## config.mk

```make
export PLATFORM = sky130hd
export DESIGN_NAME = bit_serial_add_ctrl_flat
export DESIGN_NICKNAME = d
export VERILOG_FILES = /design/src/rtl/bit_serial_add_ctrl_pkg.sv /design/src/rtl/bit_serial_add_ctrl_if.sv /design/src/rtl/bit_serial_add_ctrl_shift_unit.sv /design/src/rtl/bit_serial_add_ctrl.sv /design/src/flat_wrapper.sv
export SDC_FILE = /design/constraint.sdc
export NUM_CORES = 1
export LEC_CHECK = 0
export ABC_AREA = 1
export CAP_MARGIN = 20
export CORE_ASPECT_RATIO = 0.75
export CORE_MARGIN = 4
export CORE_UTILIZATION = 35
export DETAILED_ROUTE_END_ITERATION = 10
export PLACE_DENSITY = 0.56
export SLEW_MARGIN = 10
export SYNTH_ARGS = -nofsm -noshare
export SYNTH_HDL_FRONTEND = slang
export SYNTH_SLANG_ARGS = --single-unit
```

## constraint.sdc

```tcl
create_clock -name clk -period 4.08 [get_ports clk]
set_clock_uncertainty 0.1 [all_clocks]
set_input_delay 0.612 -clock clk [delete_from_list [all_inputs] [get_ports clk]]
set_output_delay 0.612 -clock clk [all_outputs]
set_load 0.03 [all_outputs]
```

## src/rtl/bit_serial_add_ctrl_pkg.sv

```systemverilog
// Shared constants, FSM encoding and flag helper for the bit-serial adder sequencer.
// Optional feature macro: BSA_SUBTRACT_EN (adds a subtract-mode request bit).
package bit_serial_add_ctrl_pkg;

    localparam int DEFAULT_WIDTH = 8;

    typedef enum logic [1:0] {
        BSA_IDLE = 2'd0,
        BSA_RUN  = 2'd1,
        BSA_DONE = 2'd2
    } bsa_state_e;

    // Two's-complement overflow: carry into the MSB disagrees with carry out of it.
    function automatic logic signed_ovf(input logic carry_into_msb, input logic carry_out_msb);
        return carry_into_msb ^ carry_out_msb;
    endfunction

endpackage

```

## src/rtl/bit_serial_add_ctrl_if.sv

```systemverilog
// Requester-side handshake and result bundle for bit_serial_add_ctrl.
// Optional feature macro: BSA_SUBTRACT_EN (adds the sub request bit).
interface bit_serial_add_ctrl_if #(parameter int WIDTH = 8);

    logic             start;
    logic [WIDTH-1:0] a;
    logic [WIDTH-1:0] b;
    logic             carryin;
`ifdef BSA_SUBTRACT_EN
    logic             sub;
`endif
    logic             ready;
    logic             busy;
    logic             done;
    logic [WIDTH-1:0] sum;
    logic             carryout;
    logic             overflow;

`ifdef BSA_SUBTRACT_EN
    modport master (output start, a, b, carryin, sub,
                    input  ready, busy, done, sum, carryout, overflow);
    modport slave  (input  start, a, b, carryin, sub,
                    output ready, busy, done, sum, carryout, overflow);
`else
    modport master (output start, a, b, carryin,
                    input  ready, busy, done, sum, carryout, overflow);
    modport slave  (input  start, a, b, carryin,
                    output ready, busy, done, sum, carryout, overflow);
`endif

endinterface

```

## src/rtl/bit_serial_add_ctrl_shift_unit.sv

```systemverilog
// Operand/result shift registers with the carry flop, plus the gate-level full-adder cell
// that the sequencer time-multiplexes one bit per clock.
module bsa_full_adder (
    input  logic a,
    input  logic b,
    input  logic cin,
    output logic s,
    output logic cout
);

    logic p_s;
    logic g_s;
    logic t_s;

    xor x_prop (p_s, a, b);
    xor x_sum  (s, p_s, cin);
    and a_gen  (g_s, a, b);
    and a_prop (t_s, p_s, cin);
    or  o_cout (cout, g_s, t_s);

endmodule

module bsa_shift_unit #(parameter int WIDTH = 8) (
    input  logic             clk,
    input  logic             rst_n,
    input  logic             load,
    input  logic             shift,
    input  logic [WIDTH-1:0] a,
    input  logic [WIDTH-1:0] b,
    input  logic             cin,
    input  logic             fa_sum,
    input  logic             fa_cout,
    output logic             op_a0,
    output logic             op_b0,
    output logic             carry,
    output logic [WIDTH-1:0] sum
);

    logic [WIDTH-1:0] op_a_r;
    logic [WIDTH-1:0] op_b_r;
    logic [WIDTH-1:0] sum_r;
    logic             carry_r;

    // Capture operands on accept, then consume LSB first while sum bits enter at the MSB.
    always_ff @(posedge clk or negedge rst_n) begin
        if (!rst_n) begin
            op_a_r  <= '0;
            op_b_r  <= '0;
            sum_r   <= '0;
            carry_r <= 1'b0;
        end else if (load) begin
            op_a_r  <= a;
            op_b_r  <= b;
            sum_r   <= '0;
            carry_r <= cin;
        end else if (shift) begin
            op_a_r  <= {1'b0, op_a_r[WIDTH-1:1]};
            op_b_r  <= {1'b0, op_b_r[WIDTH-1:1]};
            sum_r   <= {fa_sum, sum_r[WIDTH-1:1]};
            carry_r <= fa_cout;
        end else begin
            op_a_r  <= op_a_r;
            op_b_r  <= op_b_r;
            sum_r   <= sum_r;
            carry_r <= carry_r;
        end
    end

    assign op_a0 = op_a_r[0];
    assign op_b0 = op_b_r[0];
    assign carry = carry_r;
    assign sum   = sum_r;

endmodule

```

## src/rtl/bit_serial_add_ctrl.sv

```systemverilog
// Bit-serial add sequencer: one full-adder cell, WIDTH clocks per operation, start/ready/done handshake.
// Optional feature macro: BSA_SUBTRACT_EN (sub=1 computes a-b by inverting b and forcing carry-in).
module bit_serial_add_ctrl
    import bit_serial_add_ctrl_pkg::*;
#(
    parameter int WIDTH = DEFAULT_WIDTH
) (
    input  logic                  clk,
    input  logic                  rst_n,
    bit_serial_add_ctrl_if.slave  bus
);

    localparam int CNT_W = (WIDTH > 1) ? $clog2(WIDTH) : 1;
    localparam logic [CNT_W-1:0] LAST_BIT = CNT_W'(WIDTH - 1);

    bsa_state_e       state_r;
    logic [CNT_W-1:0] cnt_r;
    logic             ready_r;
    logic             busy_r;
    logic             done_r;
    logic             carryout_r;
    logic             overflow_r;

    logic             load_s;
    logic             shift_s;
    logic [WIDTH-1:0] b_load_s;
    logic             cin_load_s;
    logic             op_a0_s;
    logic             op_b0_s;
    logic             carry_s;
    logic             fa_sum_s;
    logic             fa_cout_s;
    logic [WIDTH-1:0] sum_s;

    // Datapath control derived from the current state.
    always_comb begin
        load_s  = 1'b0;
        shift_s = 1'b0;
        if (state_r == BSA_IDLE) begin
            load_s = bus.start;
        end else begin
            shift_s = (state_r == BSA_RUN);
        end
    end

`ifdef BSA_SUBTRACT_EN
    // Subtract as a + ~b + 1; the caller's carryin is irrelevant in this mode.
    always_comb begin
        b_load_s   = bus.b;
        cin_load_s = bus.carryin;
        if (bus.sub) begin
            b_load_s   = ~bus.b;
            cin_load_s = 1'b1;
        end else begin
            b_load_s   = bus.b;
            cin_load_s = bus.carryin;
        end
    end
`else
    // Add-only build: operands pass straight through.
    always_comb begin
        b_load_s   = bus.b;
        cin_load_s = bus.carryin;
    end
`endif

    bsa_full_adder u_fa (
        .a    (op_a0_s),
        .b    (op_b0_s),
        .cin  (carry_s),
        .s    (fa_sum_s),
        .cout (fa_cout_s)
    );

    bsa_shift_unit #(.WIDTH(WIDTH)) u_shift (
        .clk     (clk),
        .rst_n   (rst_n),
        .load    (load_s),
        .shift   (shift_s),
        .a       (bus.a),
        .b       (b_load_s),
        .cin     (cin_load_s),
        .fa_sum  (fa_sum_s),
        .fa_cout (fa_cout_s),
        .op_a0   (op_a0_s),
        .op_b0   (op_b0_s),
        .carry   (carry_s),
        .sum     (sum_s)
    );

    // Sequencer FSM, bit counter and registered handshake/flag outputs.
    always_ff @(posedge clk or negedge rst_n) begin
        if (!rst_n) begin
            state_r    <= BSA_IDLE;
            cnt_r      <= '0;
            ready_r    <= 1'b1;
            busy_r     <= 1'b0;
            done_r     <= 1'b0;
            carryout_r <= 1'b0;
            overflow_r <= 1'b0;
        end else begin
            case (state_r)
                BSA_IDLE: begin
                    done_r <= 1'b0;
                    if (bus.start) begin
                        state_r <= BSA_RUN;
                        cnt_r   <= '0;
                        ready_r <= 1'b0;
                        busy_r  <= 1'b1;
                    end else begin
                        state_r <= BSA_IDLE;
                        ready_r <= 1'b1;
                        busy_r  <= 1'b0;
                    end
                end
                BSA_RUN: begin
                    // The counter holds on the final bit so it never wraps mid-operation.
                    if (cnt_r == LAST_BIT) begin
                        state_r    <= BSA_DONE;
                        busy_r     <= 1'b0;
                        done_r     <= 1'b1;
                        carryout_r <= fa_cout_s;
                        overflow_r <= signed_ovf(carry_s, fa_cout_s);
                    end else begin
                        cnt_r <= cnt_r + CNT_W'(1);
                    end
                end
                BSA_DONE: begin
                    state_r <= BSA_IDLE;
                    done_r  <= 1'b0;
                    ready_r <= 1'b1;
                end
                default: begin
                    state_r <= BSA_IDLE;
                    cnt_r   <= '0;
                    ready_r <= 1'b1;
                    busy_r  <= 1'b0;
                    done_r  <= 1'b0;
                end
            endcase
        end
    end

    assign bus.ready    = ready_r;
    assign bus.busy     = busy_r;
    assign bus.done     = done_r;
    assign bus.sum      = sum_s;
    assign bus.carryout = carryout_r;
    assign bus.overflow = overflow_r;

endmodule

```

## src/flat_wrapper.sv

```systemverilog
// flat-port wrapper written by rule: the top's interface ports become plain ports
module bit_serial_add_ctrl_flat import bit_serial_add_ctrl_pkg::*;
#(
    parameter int WIDTH = DEFAULT_WIDTH
)
  (clk, rst_n, bus_start, bus_a, bus_b, bus_carryin, bus_ready, bus_busy, bus_done, bus_sum, bus_carryout, bus_overflow);
  bit_serial_add_ctrl_if #(.WIDTH(WIDTH)) bus_i ();
  input  logic clk;
  input  logic rst_n;
  input wire logic [$bits(bus_i.start)-1:0] bus_start;
  input wire logic [$bits(bus_i.a)-1:0] bus_a;
  input wire logic [$bits(bus_i.b)-1:0] bus_b;
  input wire logic [$bits(bus_i.carryin)-1:0] bus_carryin;
  output wire logic [$bits(bus_i.ready)-1:0] bus_ready;
  output wire logic [$bits(bus_i.busy)-1:0] bus_busy;
  output wire logic [$bits(bus_i.done)-1:0] bus_done;
  output wire logic [$bits(bus_i.sum)-1:0] bus_sum;
  output wire logic [$bits(bus_i.carryout)-1:0] bus_carryout;
  output wire logic [$bits(bus_i.overflow)-1:0] bus_overflow;
  assign bus_i.start = bus_start;
  assign bus_i.a = bus_a;
  assign bus_i.b = bus_b;
  assign bus_i.carryin = bus_carryin;
  assign bus_ready = bus_i.ready;
  assign bus_busy = bus_i.busy;
  assign bus_done = bus_i.done;
  assign bus_sum = bus_i.sum;
  assign bus_carryout = bus_i.carryout;
  assign bus_overflow = bus_i.overflow;
  bit_serial_add_ctrl #(.WIDTH(WIDTH)) u_core (.clk(clk), .rst_n(rst_n), .bus(bus_i));
endmodule
```

==> flow_summary_export.csv, run 1 <==
group,metric,value,unit
run,drv_cap,0,
timing,tightest_slew,606,ps
routing,wl_per_cell,12.8,um
yosys,yosys_warnings,0,
timing,rsz0062_at_grt,"false",
timing,setup_viol,0,
routing,drtAntennaViolNets,0,
floorplan,die-area,0.00556,mm^2
run_status,status,"complete, no violations",
setup_path,reg2reg_depth,5,
finish,final_common_cell,"nand3_1",
clock_tree,cts_setup_buffers,0,
clock_tree,clock_path_buffers,2,
placement,hpwl,2230,um
grt,gr-total-overflow,0,
clock_tree,cts.sinks,34,
yosys,synth-seq-cells,34,
clock_tree,cts-root-buf,"clkbuf_8",
grt,grt_use_total,13.6,%
yosys,syn_inst,175,
placement,portBuffers,32,
setup_path,worstSetupEndpoint,"bus_ready",
clock_tree,tritoncts,"yes",
floorplan,die_h,65.6,um
timing,max_slew_margin,59.5,%
routing,drc_errors,0,
timing,hold_violations,0,
timing,setup_tns,0,ps
clock_tree,cts_buffers,5,
finish,final_core_util,47.2,%
yosys,seq_area_frac_synth,55.1,%
min_path,worst_hold_path_type,"flip-flop to flip-flop",
setup_path,reg2reg_to,"u_core.u_shift.op_a_r[3]$_DFFE_PN0P_",
clock_tree,cts_max_level,2,
grt,grt_start_max_net_pins,35,
finish,layout-area-overhead-vs-synth,26.7,%
yosys,syn-num-nets,198,
clock_tree,ctsResizeCount,0,
pwr,power_density,722,mW/mm^2
finish,fin_nets,228,
setup_path,cp_top_family,"buffers and inverters",
finish,final_cell_mix,"nand3_1, nand2_1, dfrtp_1",
routing,wl,3340,um
setup_path,critPathMaxStageDelay,660,ps
routing,drt-pass1-iter-count,4,
setup_path,r2r_setup_slack,2320,ps
setup_path,start_kind,"flip-flop",
grt,grt_pass1_vias,1266,
routing,via_per_inst,4.90,
min_path,min_path_cells,2,
clock_tree,cts_hold_buffers,0,
setup_path,path_buf_inv,1,
grt,grt_pass1_wl,5950,um
routing,drt_iter0_markers,112,
placement,gp_congestion,0.741,
yosys,synth_area,0.00155,mm^2
clock_tree,path_clk_slew,70,ps
finish,drive_gt1_share,7.28,%
setup_path,slowest_stage,"clkdlybuf4s50_1",
setup_path,crit_type,"flip-flop to output pin",
setup_path,rr_startpoint,"u_core.bus.done$_DFFE_PN0P_",
setup_path,path_depth,1,
timing,timing.fmax,458,MHz
floorplan,dieWidth,84.8,um
clock_tree,clk_latency,290,ps
floorplan,core-area,0.00415,mm^2
setup_path,path_cells,"clkdlybuf4s50_1",
setup_path,crit_start,"u_core.bus.ready$_DFFE_PN1N_",
pwr,leakagePower,0.953,nW
timing,fin_crit_sh,53.5,%
yosys,synthDistinctLibCells,18,
floorplan,start_util,37.3,%
finish,antenna_cells,0,
timing,drv_slew,0,
floorplan,io_pins,33,
pwr,ir_worst_vdd,0.264,mV
setup_path,required,3370,ps
timing,finalCriticalPeriod,2180,ps
setup_path,cp.arrival,1470,ps
yosys,avgSynthCellArea,8.84,um^2
routing,num_vias,1280,
grt,antenna_found_initial,0,
floorplan,fp-row-count,20,
setup_path,endpoint_kind,"output pin",
setup_path,crit_fanout,2,
[synth_stat cells]
master,count,area share (%)
nand3_1,59,19
nand2_2,2,0.81
buf_2,5,1.6
buf_4,2,0.97
fa_1,1,1.3
nor2_1,2,0.49
nand4_1,1,0.40
xor2_1,1,0.57
o21ai_0,2,0.65
ha_1,2,1.6
dfstp_2,1,1.7
nor2_4,2,1.5
inv_2,2,0.49
inv_1,5,1.2
dfrtp_1,33,53
buf_6,2,1.5
clkbuf_1,1,0.24
nand2_1,52,13
[cell type report]
cell class | count | area (um^2)
fill | 422 | 2190
sequential | 34 | 852
multi-input combinational | 124 | 603
timing repair buffer | 33 | 328
clock buffer | 6 | 72.6
tap | 55 | 68.8
inverter | 7 | 26.3
clock inverter | 2 | 10.0
[logic make-up after synthesis]
family	count (synthesis)	share of synthesized area, %
adders and majority gates	3	2.91
and+or+nand+nor	118	34.8
DFF	34	55.1
xor gates and xnor gates	1	0.566
AOI/OAI and AO/OA	2	0.647
buffers and inverters	17	5.98
[flip-flops by register name (all words and copies together), names as in the netlist]
register and flops:
u_core.bus.done 1, u_core.bus.ready 1, u_core.u_shift.op_b_r 8, u_core.u_shift.sum 8
u_core.state_r 1, u_core.cnt_r 3, u_core.bus.carryout 1, u_core.bus.busy 1
u_core.bus.overflow 1, u_core.u_shift.carry 1, u_core.u_shift.op_a_r 8
[power by group]
part,internal [mW],switching [mW]
logic,0.229,0.379
registers,0.476,0.0921
clock network,0.118,0.121
total,0.824,0.592
[worst min path at each step]
stage | startpoint | to | slack [ps]
floorplan | rst_n | u_core.bus.busy$_DFFE_PN0P_ | 220
global placement | u_core.bus.busy$_DFFE_PN0P_ | u_core.bus.busy$_DFFE_PN0P_ | 350
detailed placement | u_core.bus.busy$_DFFE_PN0P_ | u_core.bus.busy$_DFFE_PN0P_ | 360
CTS | u_core.bus.busy$_DFFE_PN0P_ | u_core.bus.busy$_DFFE_PN0P_ | 380
global route | u_core.bus.busy$_DFFE_PN0P_ | u_core.bus.busy$_DFFE_PN0P_ | 390
finish | u_core.bus.busy$_DFFE_PN0P_ | u_core.bus.busy$_DFFE_PN0P_ | 380
[layer usage]
metal | wire length, um | track usage (%) | up-vias
met5 | 0 | 0 | -
met4 | 19 | 5.34 | 0
met3 | 298 | 5.14 | 2
met2 | 1350 | 19.0 | 51
met1 | 1670 | 18.9 | 591
li1 | - | - | 636
[per-stage QoR]
stage / area [um^2] / setup WS [ps] / instances / total power, mW / hold slack, ps
floorplan: 1550 / 2690 / 175 / 1.01 / 216
global placement: 1880 / 1720 / 253 / 1.17 / 353
detailed placement: 1880 / 1620 / 253 / 1.19 / 365
CTS: 1960 / 1880 / 261 / 1.44 / 382
global route: 1960 / 1730 / 261 / 1.54 / 394
finish: 1960 / 1900 / 261 / 1.42 / 377
Note: power is estimated with default switching activity, not from simulation.
==> run 2: changes to the inputs <==
==> constraint.sdc (replaced) <==
create_clock -name clk -period 2.1 [get_ports clk]
set_clock_uncertainty 0.1 [all_clocks]
set_input_delay 0.315 -clock clk [delete_from_list [all_inputs] [get_ports clk]]
set_output_delay 0.315 -clock clk [all_outputs]
set_load 0.03 [all_outputs]
==> run 2 against run 1 <==
Against the previous run: register-to-register slack lost 1800 ps; utilization grew 1.2 points; setup slack lost 1700 ps; sequential power grew 95%; critical path depth is the same; combinational power grew 99%; via count is essentially flat; die area is the same; critical path type unchanged.
==> flow_summary_export.csv, run 2 (synthesis gave the netlist of run 1 again) <==
group,metric,value,unit
run_status,status,"complete, no violations",
timing,tightest_slew,475,ps
timing,hold_violations,0,
setup_path,endpoint_kind,"output pin",
placement,gp_congestion,0.722,
grt,grt_pass1_vias,1329,
grt,grt_pass1_wl,6140,um
min_path,worst_hold_path_type,"input port to async pin",
clock_tree,cts_setup_buffers,0,
routing,wl,3470,um
setup_path,path_cells,"clkdlybuf4s50_1",
setup_path,path_buf_inv,1,
finish,layout-area-overhead-vs-synth,29.8,%
timing,rsz0062_at_grt,"false",
routing,drc_errors,0,
setup_path,r2r_setup_slack,550,ps
floorplan,core-area,0.00415,mm^2
clock_tree,ctsResizeCount,0,
finish,antenna_cells,0,
timing,finalCriticalPeriod,1890,ps
pwr,power_density,1460,mW/mm^2
timing,timing.fmax,529,MHz
finish,fin_nets,230,
clock_tree,clock_path_buffers,2,
timing,drv_slew,0,
clock_tree,cts_max_level,2,
setup_path,cp_top_family,"buffers and inverters",
floorplan,io_pins,33,
setup_path,crit_fanout,2,
routing,drt-pass1-iter-count,4,
finish,layout.cells.non_filler,263,
setup_path,cp.arrival,1470,ps
floorplan,start_util,37.3,%
grt,gr-total-overflow,0,
setup_path,critPathMaxStageDelay,660,ps
floorplan,dieWidth,84.8,um
pwr,leakagePower,0.977,nW
setup_path,required,1680,ps
clock_tree,path_clk_slew,70,ps
timing,setup_viol,0,
finish,final_cell_mix,"nand3_1, nand2_1, dfrtp_1",
timing,fin_crit_sh,89.9,%
setup_path,crit_type,"flip-flop to output pin",
setup_path,start_kind,"flip-flop",
clock_tree,cts_hold_buffers,0,
clock_tree,cts_buffers,5,
clock_tree,clk_latency,280,ps
routing,wl_per_cell,13.2,um
floorplan,fp-row-count,20,
pwr,ir_worst_vdd,0.462,mV
grt,grt_use_total,13.7,%
clock_tree,tritoncts,"yes",
setup_path,slowest_stage,"clkdlybuf4s50_1",
placement,portBuffers,32,
run,drv_cap,0,
placement,place_inst,255,
clock_tree,cts-root-buf,"clkbuf_8",
routing,drtAntennaViolNets,0,
grt,grt_start_max_net_pins,35,
timing,setup_tns,0,ps
routing,via_per_inst,4.87,
finish,final_common_cell,"nand3_1",
routing,num_vias,1281,
timing,max_slew_margin,68.2,%
placement,hpwl,2380,um
clock_tree,cts.sinks,34,
floorplan,die-area,0.00556,mm^2
floorplan,die_h,65.6,um
pwr,power,2.94,mW
grt,antenna_found_initial,0,
finish,drive_gt1_share,8.17,%
routing,drt_iter0_markers,79,
==> run 2: routing by layer <==
layer	vias up	part of all wire, %	GRT usage, %
li1	636	-	-
met1	609	50	19.3
met2	34	43	20.8
met3	2	6.8	4.39
met4	0	0.40	2.96
met5	-	0	0
==> run 2: layout make-up <==
class / instances / area, um^2
multi-input cells: 124 / 603
clock inverters: 1 / 30.0
flip-flops and latches: 34 / 852
fillers: 409 / 2140
well taps: 55 / 68.8
inverters: 7 / 26.3
clock buffers: 7 / 86.3
repair buffers: 35 / 343
==> run 2: worst paths after layout <==
check,from,endpoint,depth (start not counted)
min in group clk,u_core.bus.busy$_DFFE_PN0P_,u_core.bus.busy$_DFFE_PN0P_,2
max in group asynchronous,rst_n,u_core.bus.ready$_DFFE_PN1N_,2
max reg2reg,u_core.bus.done$_DFFE_PN0P_,u_core.u_shift.op_b_r[6]$_DFFE_PN0P_,5
min,rst_n,u_core.cnt_r[1]$_DFFE_PN0P_,2
min reg2reg,u_core.bus.busy$_DFFE_PN0P_,u_core.bus.busy$_DFFE_PN0P_,2
max,u_core.bus.ready$_DFFE_PN1N_,bus_ready,1
==> run 2: per-stage QoR <==
step	instance area (um^2)	worst slack, ps	util, %	hold WS (ps)
2_1_floorplan	1550	758	-	-80.6
3_5_place_dp	1890	421	45.6	359
4_1_cts	2010	194	48.4	354
3_3_place_gp	1890	476	45.6	353
6_report	2010	211	48.4	337
5_1_grt	2010	168	48.4	381
==> run 2: power by group <==
part	leakage (nW)	internal (mW)	switching (mW)
logic	0.481	0.458	0.756
clock network	0.0585	0.387	0.226
registers	0.437	0.926	0.182
total	0.977	1.77	1.16
